### src/rtl/boot_loader.sv
// Byte-stream program loader: receives a word count and big-endian words,
// writes them into memory from BASE_ADDR, then releases the CPU onto the memory port.
module boot_loader #(
    parameter logic [15:0] BASE_ADDR = 16'h0000,
    parameter logic [15:0] TIMEOUT   = 16'd65535
) (
    input  logic        clk,
    input  logic        rst,
    input  logic        start,
    input  logic [7:0]  byte_data,
    input  logic        byte_valid,
    output logic        byte_ready,
    input  logic [15:0] cpu_addr,
    input  logic [15:0] cpu_dout,
    input  logic        cpu_oe,
    input  logic        cpu_we,
    output logic [15:0] cpu_din,
    output logic        cpu_rst,
    input  logic [15:0] mem_rdata,
    output logic [15:0] mem_addr,
    output logic [15:0] mem_wdata,
    output logic        mem_oe,
    output logic        mem_we,
    output logic        busy,
    output logic        done,
    output logic        err
);

    typedef enum logic [2:0] {
        IDLE, LEN_HI, LEN_LO, DATA_HI, DATA_LO, WRITE, RUN
    } state_t;

    state_t      state_q, state_d;
    logic [15:0] ptr_q, ptr_d;
    logic [15:0] cnt_q, cnt_d;
    logic [15:0] data_q, data_d;
    logic [15:0] idle_q, idle_d;
    logic        err_q, err_d;
    logic        cpu_rst_q, cpu_rst_d;
    logic        load_state;
    logic        accept;
    logic [15:0] idle_inc;
    logic [15:0] len_word;

    always_ff @(posedge clk or negedge rst) begin
        if (!rst) begin
            state_q   <= IDLE;
            ptr_q     <= BASE_ADDR;
            cnt_q     <= 16'h0000;
            data_q    <= 16'h0000;
            idle_q    <= 16'h0000;
            err_q     <= 1'b0;
            cpu_rst_q <= 1'b1;
        end else begin
            state_q   <= state_d;
            ptr_q     <= ptr_d;
            cnt_q     <= cnt_d;
            data_q    <= data_d;
            idle_q    <= idle_d;
            err_q     <= err_d;
            cpu_rst_q <= cpu_rst_d;
        end
    end

    always_comb begin
        state_d    = state_q;
        ptr_d      = ptr_q;
        cnt_d      = cnt_q;
        data_d     = data_q;
        idle_d     = idle_q;
        err_d      = err_q;
        load_state = (state_q == LEN_HI) || (state_q == LEN_LO) ||
                     (state_q == DATA_HI) || (state_q == DATA_LO);
        accept     = load_state && byte_valid;
        idle_inc   = idle_q + 16'd1;
        len_word   = {cnt_q[15:8], byte_data};

        if (load_state) begin
            idle_d = accept ? 16'h0000 : idle_inc;
        end

        unique case (state_q)
            IDLE, RUN: begin
                if (start) begin
                    state_d = LEN_HI;
                    err_d   = 1'b0;
                    idle_d  = 16'h0000;
                end
            end
            LEN_HI: begin
                if (accept) begin
                    cnt_d   = {byte_data, 8'h00};
                    state_d = LEN_LO;
                end
            end
            LEN_LO: begin
                if (accept) begin
                    cnt_d = len_word;
                    if (len_word == 16'h0000) begin
                        state_d = RUN;
                    end else begin
                        ptr_d   = BASE_ADDR;
                        state_d = DATA_HI;
                    end
                end
            end
            DATA_HI: begin
                if (accept) begin
                    data_d[15:8] = byte_data;
                    state_d      = DATA_LO;
                end
            end
            DATA_LO: begin
                if (accept) begin
                    data_d[7:0] = byte_data;
                    state_d     = WRITE;
                end
            end
            WRITE: begin
                ptr_d   = ptr_q + 16'd2;
                cnt_d   = cnt_q - 16'd1;
                state_d = (cnt_q == 16'd1) ? RUN : DATA_HI;
            end
            default: state_d = IDLE;
        endcase

        // A stalled sender aborts the load on the cycle the idle count hits the limit.
        if (load_state && !accept && (idle_inc == TIMEOUT)) begin
            state_d = IDLE;
            err_d   = 1'b1;
        end

        cpu_rst_d = (state_d != RUN);
    end

    assign byte_ready = load_state;
    assign busy       = load_state || (state_q == WRITE);
    assign done       = (state_q == RUN);
    assign err        = err_q;
    assign cpu_rst    = cpu_rst_q;
    assign cpu_din    = mem_rdata;
    assign mem_addr   = done ? cpu_addr : ptr_q;
    assign mem_wdata  = done ? cpu_dout : data_q;
    assign mem_oe     = done ? cpu_oe : 1'b0;
    assign mem_we     = done ? cpu_we : (state_q == WRITE);

endmodule

### config.mk
export PLATFORM = sky130hd
export DESIGN_NAME = boot_loader
export DESIGN_NICKNAME = d
export VERILOG_FILES = /design/src/rtl/boot_loader.sv
export SDC_FILE = /design/constraint.sdc
export NUM_CORES = 1
export LEC_CHECK = 0
export ABC_AREA = 1
export CAP_MARGIN = 15
export CORE_MARGIN = 1.5
export CORE_UTILIZATION = 45
export CTS_BUF_LIST = sky130_fd_sc_hd__clkbuf_4
export DETAILED_ROUTE_END_ITERATION = 10
export PLACE_DENSITY = 0.75
export RECOVER_POWER = 50
export SYNTH_ARGS = -nofsm -noshare
export SYNTH_HDL_FRONTEND = slang
export SYNTH_SLANG_ARGS = --single-unit
### constraint.sdc
create_clock -name clk -period 4.4 [get_ports clk]
set_input_delay 0.66 -clock clk [delete_from_list [all_inputs] [get_ports clk]]
set_output_delay 0.66 -clock clk [all_outputs]
set_load 0.01 [all_outputs]
==> impl_metrics.yaml, run 1 <==
synth:
  synth_flop_cell: "dfrtp_1"
  yosys.area.top_type: "dfrtp_1"
  syn_area_per_cell_um2: 6.83
  ys_seq_area_share_pct: 38.3
  synth_fp_nets: 718
  synth_edf_count: 0
  synthArstFlopShare_pct: 100
  synth-seq-cells: 68
  synth_cell_types: 39
  syn_area_mm2: 0.00445
  synth_area_leaders: "dfrtp_1, nand2_1, nor2_1, o21ai_0, inv_1"
  yosys.cell_count.top_type: "nand2_1"
  netlist_instances: 651
  yosys-top-cells-count: "nand2_1, nor2_1, inv_1, dfrtp_1, o21ai_0"
  synth_top_area_share_pct: 37.7
  yosysWarnings: 0
clock_tree:
  htreeDepth: 3
  insertion_delay_ps: 420
  root_buffer: "clkbuf_4"
  cts_resized: 0
  numCtsBuffers: 9
  cts_tree: "built"
  hold_buffers: 0
  cts_setup_buffers: 0
  numClockSinks: 68
  cts_max_path_buffers: 2
  clkTransAtPathRegs_ps: 100
finish:
  n_fill_cell: 933
  antenna_cells: 0
  multi_input_area_mm2: 0.00223
  ff_latch_area_mm2: 0.00170
  nNetsFinal: 782
  syn2layout_area_growth_pct: 21.0
  post-route-util_pct: 55.6
  drive_gt1_share_pct: 5.42
min_path:
  min_from: "data_q[12]$_DFFE_PN0P_"
  whs_path_depth: 2
  min-delay-path-class: "register to register"
  whs_endpoint: "data_q[12]$_DFFE_PN0P_"
power:
  p_comb_share_pct: 49.8
  cellPowerDensity_mw_per_mm2: 514
  netSwitchingFraction_pct: 43.6
  p_seq_share_pct: 35.7
  internal-power_uw: 1560
  leakage_uw: 0.00224
  vdd_drop_max_mv: 0.324
  switchingPower_uw: 1200
  p_clk_share_pct: 14.5
die:
  die_x_um: 102
  core-area_mm2: 0.00968
  num_rows: 36
  start_util_pct: 45.9
  pin_count: 117
  die_h_um: 102
  dieArea_mm2: 0.0105
setup_path:
  cp_top_family: "buffers and inverters"
  startpoint_type: "input pin"
  slowest_delay_ps: 1690
  slowest_stage: "clkbuf_1"
  r2r_slack_ps: 1610
  endpoint_kind: "async pin"
  worst-path-max-fanout: 44
  critical_path_buf_inv_count: 2
  reg2reg_to: "cnt_q[4]$_DFFE_PN0P_"
  cp_cell_sequence: "clkbuf_1 > clkbuf_1"
  path_class: "input pin to async pin"
  cp.arrival_ps: 3540
  required_ps: 4690
  critPathMostFrequentCell: "clkbuf_1"
  r2r_cells: 7
  cp_num_cells: 2
  rr_startpoint: "state_q[0]$_DFF_PN0_"
timing:
  min_period_ps: 3250
  setup_violations: 0
  hold_viol_final: 0
  final.setup.tns_ps: 0
  worstMarginPinSlew_ps: 2440
  clock_skew_ps: 19.5
  period_share_pct: 73.9
  relSlewSlack_pct: -62.5
  maxSlewViolCount: 45
  rsz0062_at_grt: "false"
  max_freq_ghz: 0.307
drt:
  drc: 0
  wl_per_cell_um: 13.4
  totalWireLength_mm: 11.4
  viasPerCell: 5.25
  first_pass_iters: 5
  vias: 4478
  drt_iter0_drc: 272
  detail-route-antenna-nets: 0
global_route:
  grt_remaining_overflow: 0
  grt_use_total_pct: 22.8
  antenna_found_initial: 0
  grt_max_degree: 47
  grt_pass1_vias: 4139
  grt_pass1_wl_mm: 18.8
placement:
  port_buffers: 84
  gp_congestion: 0.864
  dp_hpwl_mm: 8.53
run_status:
  violations: "capacitance limit, slew limit"
  status: "finished, violations left"
flow_run:
  drv_cap: 1
[metrics by stage]
stage,power (uW),worst slack [ps],instance area (um^2),hold slack (ps),cells
2_1_floorplan,1850,2400,4450,364,651
3_3_place_gp,2340,1710,5270,463,837
3_5_place_dp,2390,1610,5270,472,837
4_1_cts,2790,1140,5410,412,853
5_1_grt,2980,487,5380,520,853
6_report,2760,1150,5380,493,853
[logic make-up (layout without fill, tap and decap cells)]
| family | count (synthesis) | count (layout) | share of synthesized area (%) |
|---|---|---|---|
| AOI/OAI and AO/OA | 115 | 115 | 14.5 |
| xor gates and xnor gates | 12 | 12 | 2.36 |
| adders and majority gates | 5 | 5 | 1.41 |
| buffers and inverters | 113 | 182 | 11.3 |
| DFF | 68 | 68 | 38.3 |
| and+or+nand+nor | 338 | 338 | 32.1 |
[sequential cells by signal, indices dropped and copies added (netlist names)]
register and flops:
cnt_q 16, data_q 16, idle_q 16, ptr_q 15, state_q 3, cpu_rst 1, err 1
[layout make-up]
cell class                 count  area share (%)
clock buffer                   9            1.26
clock inverter                 7            1.26
sequential                    68            31.7
tap                          133            3.09
inverter                      79            5.51
timing repair buffer          87            15.9
multi-input combinational    470            41.4
[layout by cell type, fill, tap and decap left out, types with 2 or more instances in the layout]
master	synthesis	layout
clkdlybuf4s50_1	0	82
ha_1	5	5
clkbuf_4	0	9
nand4_1	6	6
xnor2_1	3	3
xor2_1	9	9
dfrtp_1	67	67
nand2_1	188	188
nand2_2	4	4
a21oi_1	27	28
inv_2	7	5
nor2_4	4	4
nor2_2	6	5
nand3_1	35	35
nor2_1	75	76
a31oi_1	9	9
buf_4	16	2
o22ai_1	12	12
o21ai_1	2	2
clkinvlp_4	0	4
clkbuf_1	7	2
o21ai_0	53	53
o21bai_1	4	4
nor3_1	12	12
clkinv_1	2	4
inv_1	70	72
nor4_1	4	4
[routing by layer]
| layer | track usage, % | part of all wire [%] | up-vias |
|---|---|---|---|
| met5 | 0 | 0 | - |
| met4 | 8.11 | 2.2 | 0 |
| met3 | 5.20 | 6.3 | 29 |
| met2 | 37.9 | 49 | 143 |
| met1 | 29.2 | 42 | 2096 |
| li1 | - | - | 2210 |
[worst register-to-register path, delay by kind of cell, from the launching register on]
kind,cells,cell delay (ps)
AND/OR/NAND/NOR,3,840
flip-flops,1,450
buffers and inverters,2,320
AO/OA/AOI/OAI,2,1100
[power by group through the flow]
stage | combinational (uW) | clock, uW | sequential [uW]
3_3_place_gp | 1350 | 0 | 986
3_5_place_dp | 1390 | 0 | 997
4_1_cts | 1390 | 412 | 985
5_1_grt | 1540 | 431 | 1010
2_1_floorplan | 900 | 0 | 950
6_report | 1380 | 400 | 987
[how the worst max path moves through the flow]
stage | from | slack [ps] | endpoint
3_3_place_gp | state_q[0]$_DFF_PN0_ | 1710 | mem_wdata[0]
3_5_place_dp | state_q[2]$_DFF_PN0_ | 1610 | mem_addr[13]
2_1_floorplan | state_q[2]$_DFF_PN0_ | 2400 | busy
4_1_cts | state_q[2]$_DFF_PN0_ | 1140 | mem_addr[13]
5_1_grt | rst | 490 | ptr_q[8]$_DFFE_PN0P_
6_report | rst | 1150 | ptr_q[8]$_DFFE_PN0P_
Note: power is estimated with default switching activity, not from simulation.
==> inputs of run 2 (changes only) <==
--- a/config.mk
+++ b/config.mk
@@ -11,7 +11,7 @@
 export CORE_UTILIZATION = 45
 export CTS_BUF_LIST = sky130_fd_sc_hd__clkbuf_4
 export DETAILED_ROUTE_END_ITERATION = 10
-export PLACE_DENSITY = 0.75
+export PLACE_DENSITY = 0.78
 export RECOVER_POWER = 50
 export SYNTH_ARGS = -nofsm -noshare
 export SYNTH_HDL_FRONTEND = slang
==> constraint.sdc (replaced) <==
create_clock -name clk -period 2.7 [get_ports clk]
set_input_delay 0.405 -clock clk [delete_from_list [all_inputs] [get_ports clk]]
set_output_delay 0.405 -clock clk [all_outputs]
set_load 0.01 [all_outputs]
==> run 2 against run 1 <==
Net effect: the flow still finishes with violations (capacitance limit, slew limit); wire length up 2.7%; non-clock buffer count up 12; power up 75%; clock power up 110%; hold slack worse by 11 ps; critical path depth up 5; sequential power up 64%; register-to-register slack worse by 830 ps; clock skew down 3.1 ps; design area up 4.1%; critical path type is now register to output port.
==> impl_metrics.yaml, run 2 (same netlist as run 1, synthesis figures left out) <==
run_status:
  status: "finished, violations left"
  violations: "capacitance limit, slew limit"
timing:
  setup_violations: 0
  hold_viol_final: 0
  min_period_ps: 2610
  maxSlewViolCount: 69
  period_share_pct: 96.7
  clock_skew_ps: 16.4
  max_freq_ghz: 0.383
  relSlewSlack_pct: -10.2
  worstMarginPinSlew_ps: 1650
global_route:
  grt_pass1_vias: 4186
  grt_pass1_wl_mm: 18.9
  grt_remaining_overflow: 0
  antenna_found_initial: 0
  grt_max_degree: 69
  grt_use_total_pct: 22.8
finish:
  drive_gt1_share_pct: 7.92
  largestRegisters: "cnt_q: 16 flops, data_q: 16 flops, idle_q: 16 flops"
  nNetsFinal: 794
  final_cell_mix: "nand2_1, nor2_1, clkdlybuf4s50_1, inv_1, dfrtp_1"
  antenna_cells: 0
  final_common_cell: "nand2_1"
  syn2layout_area_growth_pct: 25.9
  post-route-util_pct: 57.8
  instances_no_fill: 865
die:
  dieArea_mm2: 0.0105
  num_rows: 36
  die_h_um: 102
  start_util_pct: 45.9
  die_x_um: 102
  pin_count: 117
  core-area_mm2: 0.00968
clock_tree:
  insertion_delay_ps: 430
  clkTransAtPathRegs_ps: 100
  cts_max_path_buffers: 2
  root_buffer: "clkbuf_4"
  htreeDepth: 3
  numClockSinks: 68
  numCtsBuffers: 9
  cts_tree: "built"
setup_path:
  endpoint_kind: "output port"
  worst-path-max-fanout: 13
  cp_cell_sequence: "inv_2 > nand2_1 > nor2_4 > buf_4 > inv_2 > nor2_1 > clkdlybuf4s50_1"
  critPathMostFrequentCell: "inv_2"
  slowest_stage: "clkdlybuf4s50_1"
  cp_top_family: "buffers and inverters"
  path_class: "register to output port"
  startpoint_type: "register"
  cp.arrival_ps: 2210
  slowest_delay_ps: 540
  critical_path_buf_inv_count: 4
  required_ps: 2300
placement:
  dp_hpwl_mm: 8.76
  gp_congestion: 0.937
  dp_cells: 844
  port_buffers: 84
drt:
  drc: 0
  wl_per_cell_um: 13.5
  vias: 4542
  totalWireLength_mm: 11.7
  detail-route-antenna-nets: 0
  drt_iter0_drc: 233
  viasPerCell: 5.25
  first_pass_iters: 6
min_path:
  min-delay-path-class: "register to register"
flow_run:
  drv_cap: 1
power:
  cellPowerDensity_mw_per_mm2: 863
  leakage_uw: 0.00247
  vdd_drop_max_mv: 0.574
[run 2: cell count changes in the layout (fill, tap and decap cells not counted), sizes merged]
cell	delta
clkbuf	+4
clkdlybuf4s50	-7
clkinvlp	-4
buf	+9
bufinv	+2
dlymetal6s2s	+8
[run 2: final timing paths]
kind                                           to                   start  slack (ps)  depth (start not counted)
setup / recovery                      mem_addr[0]    state_q[0]$_DFF_PN0_          90                          7
hold / removal             data_q[12]$_DFFE_PN0P_  data_q[12]$_DFFE_PN0P_         480                          2
setup reg to reg             ptr_q[5]$_DFFE_PN0P_    cnt_q[8]$_DFFE_PN0P_         780                          7
hold reg to reg            data_q[12]$_DFFE_PN0P_  data_q[12]$_DFFE_PN0P_         480                          2
max in group asynchronous    state_q[0]$_DFF_PN0_                     rst         580                          3
min in group asynchronous     idle_q[4]$_DFF_PN0_                     rst        1010                          3
[run 2: per-stage QoR]
step                      TNS, ps  area, um^2  worst slack [ps]  hold WS (ps)  power (uW)
after detailed placement        0        5350               466           452        3970
after global routing        -41.8        5600             -17.0           527        5200
after floorplan                 0        4450               956           109        3010
after global placement          0        5350               560           452        3880
after CTS                       0        5540              2.70           488        4830
final                           0        5600              88.2           482        4830
[run 2: cell type report]
cell class,count,area (um^2)
Fill cell,898,4090
Multi-Input combinational cell,470,2240
Sequential cell,68,1710
Timing Repair Buffer,99,1000
Inverter,79,297
Tap cell,133,166
Clock inverter,5,100
Clock buffer,11,82.6
[run 2: layer usage]
layer | share of wire [%] | wire length [um] | global-route usage [%]
met4 | 2.3 | 275 | 8.64
met5 | 0 | 0 | 0
met2 | 50 | 5870 | 40.0
met3 | 5.6 | 660 | 4.86
met1 | 42 | 4910 | 27.3
[run 2: report_power, final]
| part | total, uW | switching [uW] | internal [uW] |
|---|---|---|---|
| Sequential | 1620 | 278 | 1340 |
| Clock | 859 | 372 | 487 |
| Combinational | 2360 | 1350 | 1000 |
[run 2: timing repair]
| action | 4_1_cts | 5_1_grt |
|---|---|---|
| hold buffers | 1 | 0 |
| endpoints found under the setup margin | 0 | 29 |
| gates resized for setup | 0 | 10 |
| buffers inserted | 0 | 3 |
| hold endpoints to repair | 9 | 0 |
[run 2: tightest hold or removal path, delay by kind of cell (launching register included)]
kind | cells | cell delay (ps)
AND/OR/NAND/NOR | 2 | 90
flip-flops | 1 | 360
